## config.mk

```make
export PLATFORM = sky130hd
export DESIGN_NAME = freq_range_ctrl
export DESIGN_NICKNAME = d
export VERILOG_FILES = /design/src/rtl/freq_range_ctrl.sv
export SDC_FILE = /design/constraint.sdc
export NUM_CORES = 1
export LEC_CHECK = 0
export ABC_CLOCK_PERIOD_IN_PS = 2730
export BUFFER_PORTS_ARGS = -buffer_cell sky130_fd_sc_hd__buf_2
export CORE_MARGIN = 4
export CORE_UTILIZATION = 55
export DETAILED_ROUTE_END_ITERATION = 7
export HOLD_SLACK_MARGIN = 0.12
export PLACE_DENSITY = 0.73
export SLEW_MARGIN = 5
export SYNTH_ARGS = -nofsm -noshare
export SYNTH_HDL_FRONTEND = slang
export SYNTH_SLANG_ARGS = --single-unit
```

## constraint.sdc

```tcl
create_clock -name clk -period 2.73 [get_ports clk]
set_clock_uncertainty 0.2 [all_clocks]
set_input_delay 0 -clock clk [delete_from_list [all_inputs] [get_ports clk]]
set_output_delay 0 -clock clk [all_outputs]
set_load 0.05 [all_outputs]
```

## src/rtl/freq_range_ctrl.sv

```systemverilog
// freq_range_ctrl
//
// Autoranging gate sequencer for a two-digit frequency counter. Edges
// arriving as single-cycle strobes are counted over a gate window whose
// length is picked from four ranges. After each window the count is
// evaluated: in autorange mode the range is stepped up or down until the
// count lands in 10..99, otherwise the count is split into BCD tens/units by
// repeated subtraction and handed to the display driver with a load strobe.
//
// Ports:
//   clk           clock
//   reset         synchronous, active-high reset
//   edge_pulse    one-cycle strobe per measured rising edge (already in clk)
//   auto_en       1 = autorange, 0 = use manual_range
//   manual_range  range used when auto_en = 0
//   hold          1 = suppress load; display freezes, measuring continues
//   tens, units   BCD digits of the displayed result
//   range_out     range of the window that produced the displayed digits
//   overflow      displayed result saturated at 99
//   load          one-cycle strobe, asserted in the cycle the outputs update
module freq_range_ctrl #(
  parameter int unsigned GATE0 = 12000,
  parameter int unsigned GATE1 = 1200,
  parameter int unsigned GATE2 = 120,
  parameter int unsigned GATE3 = 12
) (
  input  logic       clk,
  input  logic       reset,
  input  logic       edge_pulse,
  input  logic       auto_en,
  input  logic [1:0] manual_range,
  input  logic       hold,
  output logic [3:0] tens,
  output logic [3:0] units,
  output logic [1:0] range_out,
  output logic       overflow,
  output logic       load
);

  typedef enum logic [2:0] {COUNT, EVAL, TENS, UNITS, LOAD} state_t;

  state_t      state_reg, state_next;
  logic [15:0] gate_cnt_reg, gate_cnt_next;
  logic [15:0] edge_cnt_reg, edge_cnt_next;
  logic [1:0]  range_reg, range_next;

  // Result being assembled during conversion; copied to the outputs in LOAD.
  logic [3:0]  tens_pend_reg, tens_pend_next;
  logic [3:0]  units_pend_reg, units_pend_next;
  logic        ovf_pend_reg, ovf_pend_next;

  // Registered outputs.
  logic [3:0]  tens_reg, tens_next;
  logic [3:0]  units_reg, units_next;
  logic [1:0]  range_out_reg, range_out_next;
  logic        overflow_reg, overflow_next;
  logic        load_reg, load_next;

  // Gate length lookup, indexed by the active range.
  logic [15:0] gate_table [4];
  logic [15:0] gate_len;

  for (genvar gi = 0; gi < 4; gi++) begin : g_gate
    localparam int unsigned LEN = (gi == 0) ? GATE0 :
                                  (gi == 1) ? GATE1 :
                                  (gi == 2) ? GATE2 : GATE3;
    assign gate_table[gi] = 16'(LEN);
  end

  assign gate_len = gate_table[range_reg];

  logic too_high;
  logic too_low;

  assign too_high = (edge_cnt_reg > 16'd99);
  assign too_low  = (edge_cnt_reg < 16'd10);

  always_comb begin
    state_next      = state_reg;
    gate_cnt_next   = gate_cnt_reg;
    edge_cnt_next   = edge_cnt_reg;
    range_next      = range_reg;
    tens_pend_next  = tens_pend_reg;
    units_pend_next = units_pend_reg;
    ovf_pend_next   = ovf_pend_reg;
    tens_next       = tens_reg;
    units_next      = units_reg;
    range_out_next  = range_out_reg;
    overflow_next   = overflow_reg;
    load_next       = 1'b0;

    case (state_reg)
      COUNT: begin
        gate_cnt_next = gate_cnt_reg + 16'd1;
        // The final cycle of the window still counts its edge.
        if (edge_pulse && (edge_cnt_reg != 16'hFFFF)) begin
          edge_cnt_next = edge_cnt_reg + 16'd1;
        end
        if (gate_cnt_reg == gate_len - 16'd1) begin
          gate_cnt_next = 16'd0;
          state_next    = EVAL;
        end
      end

      EVAL: begin
        if (auto_en) begin
          if (too_high && (range_reg != 2'd3)) begin
            range_next    = range_reg + 2'd1;
            edge_cnt_next = 16'd0;
            state_next    = COUNT;
          end else if (too_low && (range_reg != 2'd0)) begin
            range_next    = range_reg - 2'd1;
            edge_cnt_next = 16'd0;
            state_next    = COUNT;
          end else if (too_high) begin
            // Shortest window and still above 99: saturate the display.
            ovf_pend_next   = 1'b1;
            tens_pend_next  = 4'd9;
            units_pend_next = 4'd9;
            state_next      = LOAD;
          end else begin
            state_next = TENS;
          end
        end else begin
          if (manual_range != range_reg) begin
            // Window was measured at the wrong range; discard it.
            range_next    = manual_range;
            edge_cnt_next = 16'd0;
            state_next    = COUNT;
          end else if (too_high) begin
            ovf_pend_next   = 1'b1;
            tens_pend_next  = 4'd9;
            units_pend_next = 4'd9;
            state_next      = LOAD;
          end else begin
            state_next = TENS;
          end
        end
      end

      TENS: begin
        // One subtraction per cycle; count is <= 99 here, so at most 9.
        if (edge_cnt_reg >= 16'd10) begin
          edge_cnt_next  = edge_cnt_reg - 16'd10;
          tens_pend_next = tens_pend_reg + 4'd1;
        end else begin
          state_next = UNITS;
        end
      end

      UNITS: begin
        units_pend_next = edge_cnt_reg[3:0];
        state_next      = LOAD;
      end

      LOAD: begin
        if (!hold) begin
          load_next      = 1'b1;
          tens_next      = tens_pend_reg;
          units_next     = units_pend_reg;
          range_out_next = range_reg;
          overflow_next  = ovf_pend_reg;
        end
        edge_cnt_next   = 16'd0;
        tens_pend_next  = 4'd0;
        units_pend_next = 4'd0;
        ovf_pend_next   = 1'b0;
        state_next      = COUNT;
      end

      default: begin
        state_next    = COUNT;
        gate_cnt_next = 16'd0;
        edge_cnt_next = 16'd0;
      end
    endcase
  end

  always_ff @(posedge clk) begin
    if (reset) begin
      state_reg      <= COUNT;
      gate_cnt_reg   <= 16'd0;
      edge_cnt_reg   <= 16'd0;
      range_reg      <= 2'd0;
      tens_pend_reg  <= 4'd0;
      units_pend_reg <= 4'd0;
      ovf_pend_reg   <= 1'b0;
      tens_reg       <= 4'd0;
      units_reg      <= 4'd0;
      range_out_reg  <= 2'd0;
      overflow_reg   <= 1'b0;
      load_reg       <= 1'b0;
    end else begin
      state_reg      <= state_next;
      gate_cnt_reg   <= gate_cnt_next;
      edge_cnt_reg   <= edge_cnt_next;
      range_reg      <= range_next;
      tens_pend_reg  <= tens_pend_next;
      units_pend_reg <= units_pend_next;
      ovf_pend_reg   <= ovf_pend_next;
      tens_reg       <= tens_next;
      units_reg      <= units_next;
      range_out_reg  <= range_out_next;
      overflow_reg   <= overflow_next;
      load_reg       <= load_next;
    end
  end

  assign tens      = tens_reg;
  assign units     = units_reg;
  assign range_out = range_out_reg;
  assign overflow  = overflow_reg;
  assign load      = load_reg;

endmodule

```

==> flow_summary.yaml <==
clocking:
  cts.sinks: 58
  cts_tree: "done"
  h-tree-depth: 3
  cts_buffer_depth: 2
  clock_latency_ns: 0.36
  root_buffer: "clkbuf_8"
  path_clk_slew_ns: 0.07
  cts_made_buffers: 9
global_route:
  antenna_found_initial: 0
  grt_use_total_pct: 24.39
  top_usage_layer: "met2"
  grtUsageMet2_pct: 38.06
  globalRouteMet1Util_pct: 30.76
  grt_util_met3_pct: 6.983
  grt_pass1_wl_mm: 15.01
  grt_max_degree: 27
  gr-total-overflow: 0
  first_global_vias: 3210
logic_synthesis:
  ys.flop_type: "dfxtp_1"
  ys_seq_area_share_pct: 32.29
  synthArstFlopShare_pct: 0
  yosysTopAreaCellShare_pct: 32.29
  syn_avg_cell_area_um2: 8.173
  synth_seq_cells: 58
  postSynthCellCount: 440
  synth_area_leader_cell: "dfxtp_1"
  synth_edf_count: 0
  yosys_warnings: 0
  synth_cell_types: 70
  yosys-top-cells-area: "dfxtp_1 32%, nand2_1 5.4%, a21oi_1 5.1%"
  netlist_area_um2: 3596
  synth_nets: 457
setup_path:
  r2r_slack_ns: 0.15
  startpoint_type: "register"
  critPathMaxFanout: 16
  cp.arrival_ns: 2.61
  reg2reg_to: "edge_cnt_reg[5]"
  cp.required_ns: 2.76
  r2r.worst_path.cells: 7
  rr_startpoint: "edge_cnt_reg[0]"
  crit_path_end_kind: "register"
  crit_type: "register to register"
final_layout:
  layout-drive-gt1-share_pct: 19.03
  final_nets: 485
  final_common_cell: "dfxtp_1"
  area_delta_synth_final_pct: 12.98
  final_cell_mix: "54 x dfxtp_1, 52 x nand2_1, 44 x nor2_1"
  antenna_cells: 0
  final_area_um2: 4063
timing:
  min_period_ns: 2.577
  max_slew_margin_pct: 64.81
  fmax_mhz: 388.0
  final_max_slew_viol_count: 0
  finalHoldViolCount: 0
  worst_pin_slew_ns: 0.5278
  final.setup.tns_ns: 0
  fin_crit_sh_pct: 94.41
  rsz0062_at_grt: "no"
  setup_viol: 0
die:
  rows: 29
  io_pins: 19
  die_x_um: 88.86
  core_um2: 6350
  die_height_um: 88.86
  die_area_um2: 7896
  initial_utilization_pct: 56.63
worst_hold_path:
  min_path_type: "input pin to register"
  whs_path_depth: 4
  min_to: "edge_cnt_reg[15]"
  hold_start: "edge_pulse"
placed_design:
  globalplace.congestion: 0.9346
  place_hpwl_mm: 6.132
  placed_cell_area_um2: 3724
  io_buffers: 18
power_and_ir_drop:
  internal_power_mw: 1.427
  p_sw_mw: 0.4909
  power_frac_clock_pct: 48.3
  p_per_area_nw_per_um2: 472.0
  vdd_drop_max_mv: 0.3853
  combPwrFrac_pct: 6.7
  p_seq_share_pct: 44.9
  p_leak_nw: 1.557
  swShare_pct: 25.60
detailed_routing:
  drtIter0Drc: 283
  wl_mm: 9.018
  viasPerCell: 6.176
  ant_nets: 0
  drc_errors: 0
  firstDrtPassIters: 5
  route.vias.total: 3397
  wl_per_cell_um: 16.40
flow_run:
  max_cap_viol_count: 0
status:
  run_status: "complete, no violations"
-- area by class of cell --
type                       instances  area [um^2]
fill                             549         2287
inverter                          11        41.29
clock inverter                     7        101.3
clock buffer                       9        123.9
timing repair buffer              49        342.8
multi-input combinational        339         2188
sequential                        58         1169
tap                               77        96.34
-- per-layer routing --
metal / share of wire, % / up-vias
met2: 47 / 122
met3: 6.5 / 25
li1: - / 1675
met1: 44 / 1575
met5: 0 / -
met4: 2.7 / 0
-- metrics by stage --
| step | cells | hold WS [ns] | worst slack [ns] | util, % | total power [mW] |
|---|---|---|---|---|---|
| after floorplan | 440 | -0.01680 | 0.1389 | - | 0.9659 |
| after global placement | 525 | 0.1774 | 0.1029 | 58.64 | 0.9961 |
| after detailed placement | 525 | 0.1880 | 0.03742 | 58.64 | 0.9989 |
| after CTS | 550 | 0.2062 | 0.002612 | 63.61 | 1.921 |
| after global routing | 550 | 0.1510 | 0.001824 | 63.98 | 1.974 |
| final | 550 | 0.1416 | 0.1527 | 63.98 | 1.917 |
-- worst max-delay path: stages (launching register included) --
cell and delay (ns):
dfxtp_1 0.41, ha_1 0.26, nand4_1 0.16, or4_1 0.63, o22ai_2 0.24, a31oi_4 0.14, a41oi_1 0.33, a311oi_2 0.07
-- worst max path at each step --
stage,endpoint,depth (start not counted),from,slack [ns]
floorplan,gate_cnt_reg[10],11,range_reg[0],0.14
global placement,edge_cnt_reg[5],7,edge_cnt_reg[1],0.10
detailed placement,edge_cnt_reg[5],7,edge_cnt_reg[1],0.04
CTS,edge_cnt_reg[8],7,edge_cnt_reg[1],0.003
global route,edge_cnt_reg[5],7,edge_cnt_reg[0],0.002
finish,edge_cnt_reg[5],7,edge_cnt_reg[0],0.15
-- kinds of logic (layout without fill, tap and decap cells) --
family / count (synthesis) / in the layout / share of synthesized area, %
adder cells (fa/ha/maj): 10 / 10 / 3.479
buffers and inverters: 43 / 76 / 7.377
flip-flops: 58 / 58 / 32.29
XOR/XNOR: 23 / 23 / 5.602
AND/OR/NAND/NOR: 186 / 186 / 26.97
AO/OA/AOI/OAI: 116 / 116 / 22.79
multiplexers: 4 / 4 / 1.496
-- power groups by stage --
stage | Combinational, mW | Sequential [mW] | Clock (mW)
6_report | 0.129 | 0.862 | 0.927
5_1_grt | 0.141 | 0.863 | 0.970
4_1_cts | 0.127 | 0.862 | 0.932
3_5_place_dp | 0.117 | 0.882 | 0
3_3_place_gp | 0.115 | 0.881 | 0
2_1_floorplan | 0.0878 | 0.878 | 0
-- cell usage after synthesis (4+ instances only) --
| library cell | n |
|---|---|
| nand2_1 | 52 |
| dfxtp_1 | 58 |
| buf_6 | 4 |
| and3_1 | 5 |
| nor3_1 | 8 |
| a31oi_1 | 14 |
| or3_1 | 5 |
| a311oi_1 | 7 |
| nand3_1 | 21 |
| clkbuf_8 | 6 |
| a21oi_1 | 37 |
| buf_2 | 4 |
| clkbuf_1 | 16 |
| inv_1 | 10 |
| nor2_1 | 45 |
| and2_1 | 4 |
| xnor2_1 | 12 |
| xor2_1 | 11 |
| a22oi_1 | 5 |
| nand2b_1 | 4 |
| o21ai_0 | 12 |
| o22ai_1 | 8 |
| nand4_1 | 12 |
| ha_1 | 10 |
-- repair_timing --
item / CTS / global route
buffers inserted: 0 / 1
gates resized for setup: 0 / 9
hold buffers: 9 / 0
setup endpoints to repair: 0 / 15
endpoints found under the hold margin: 25 / 0
Power figures use the tool's default switching activity.
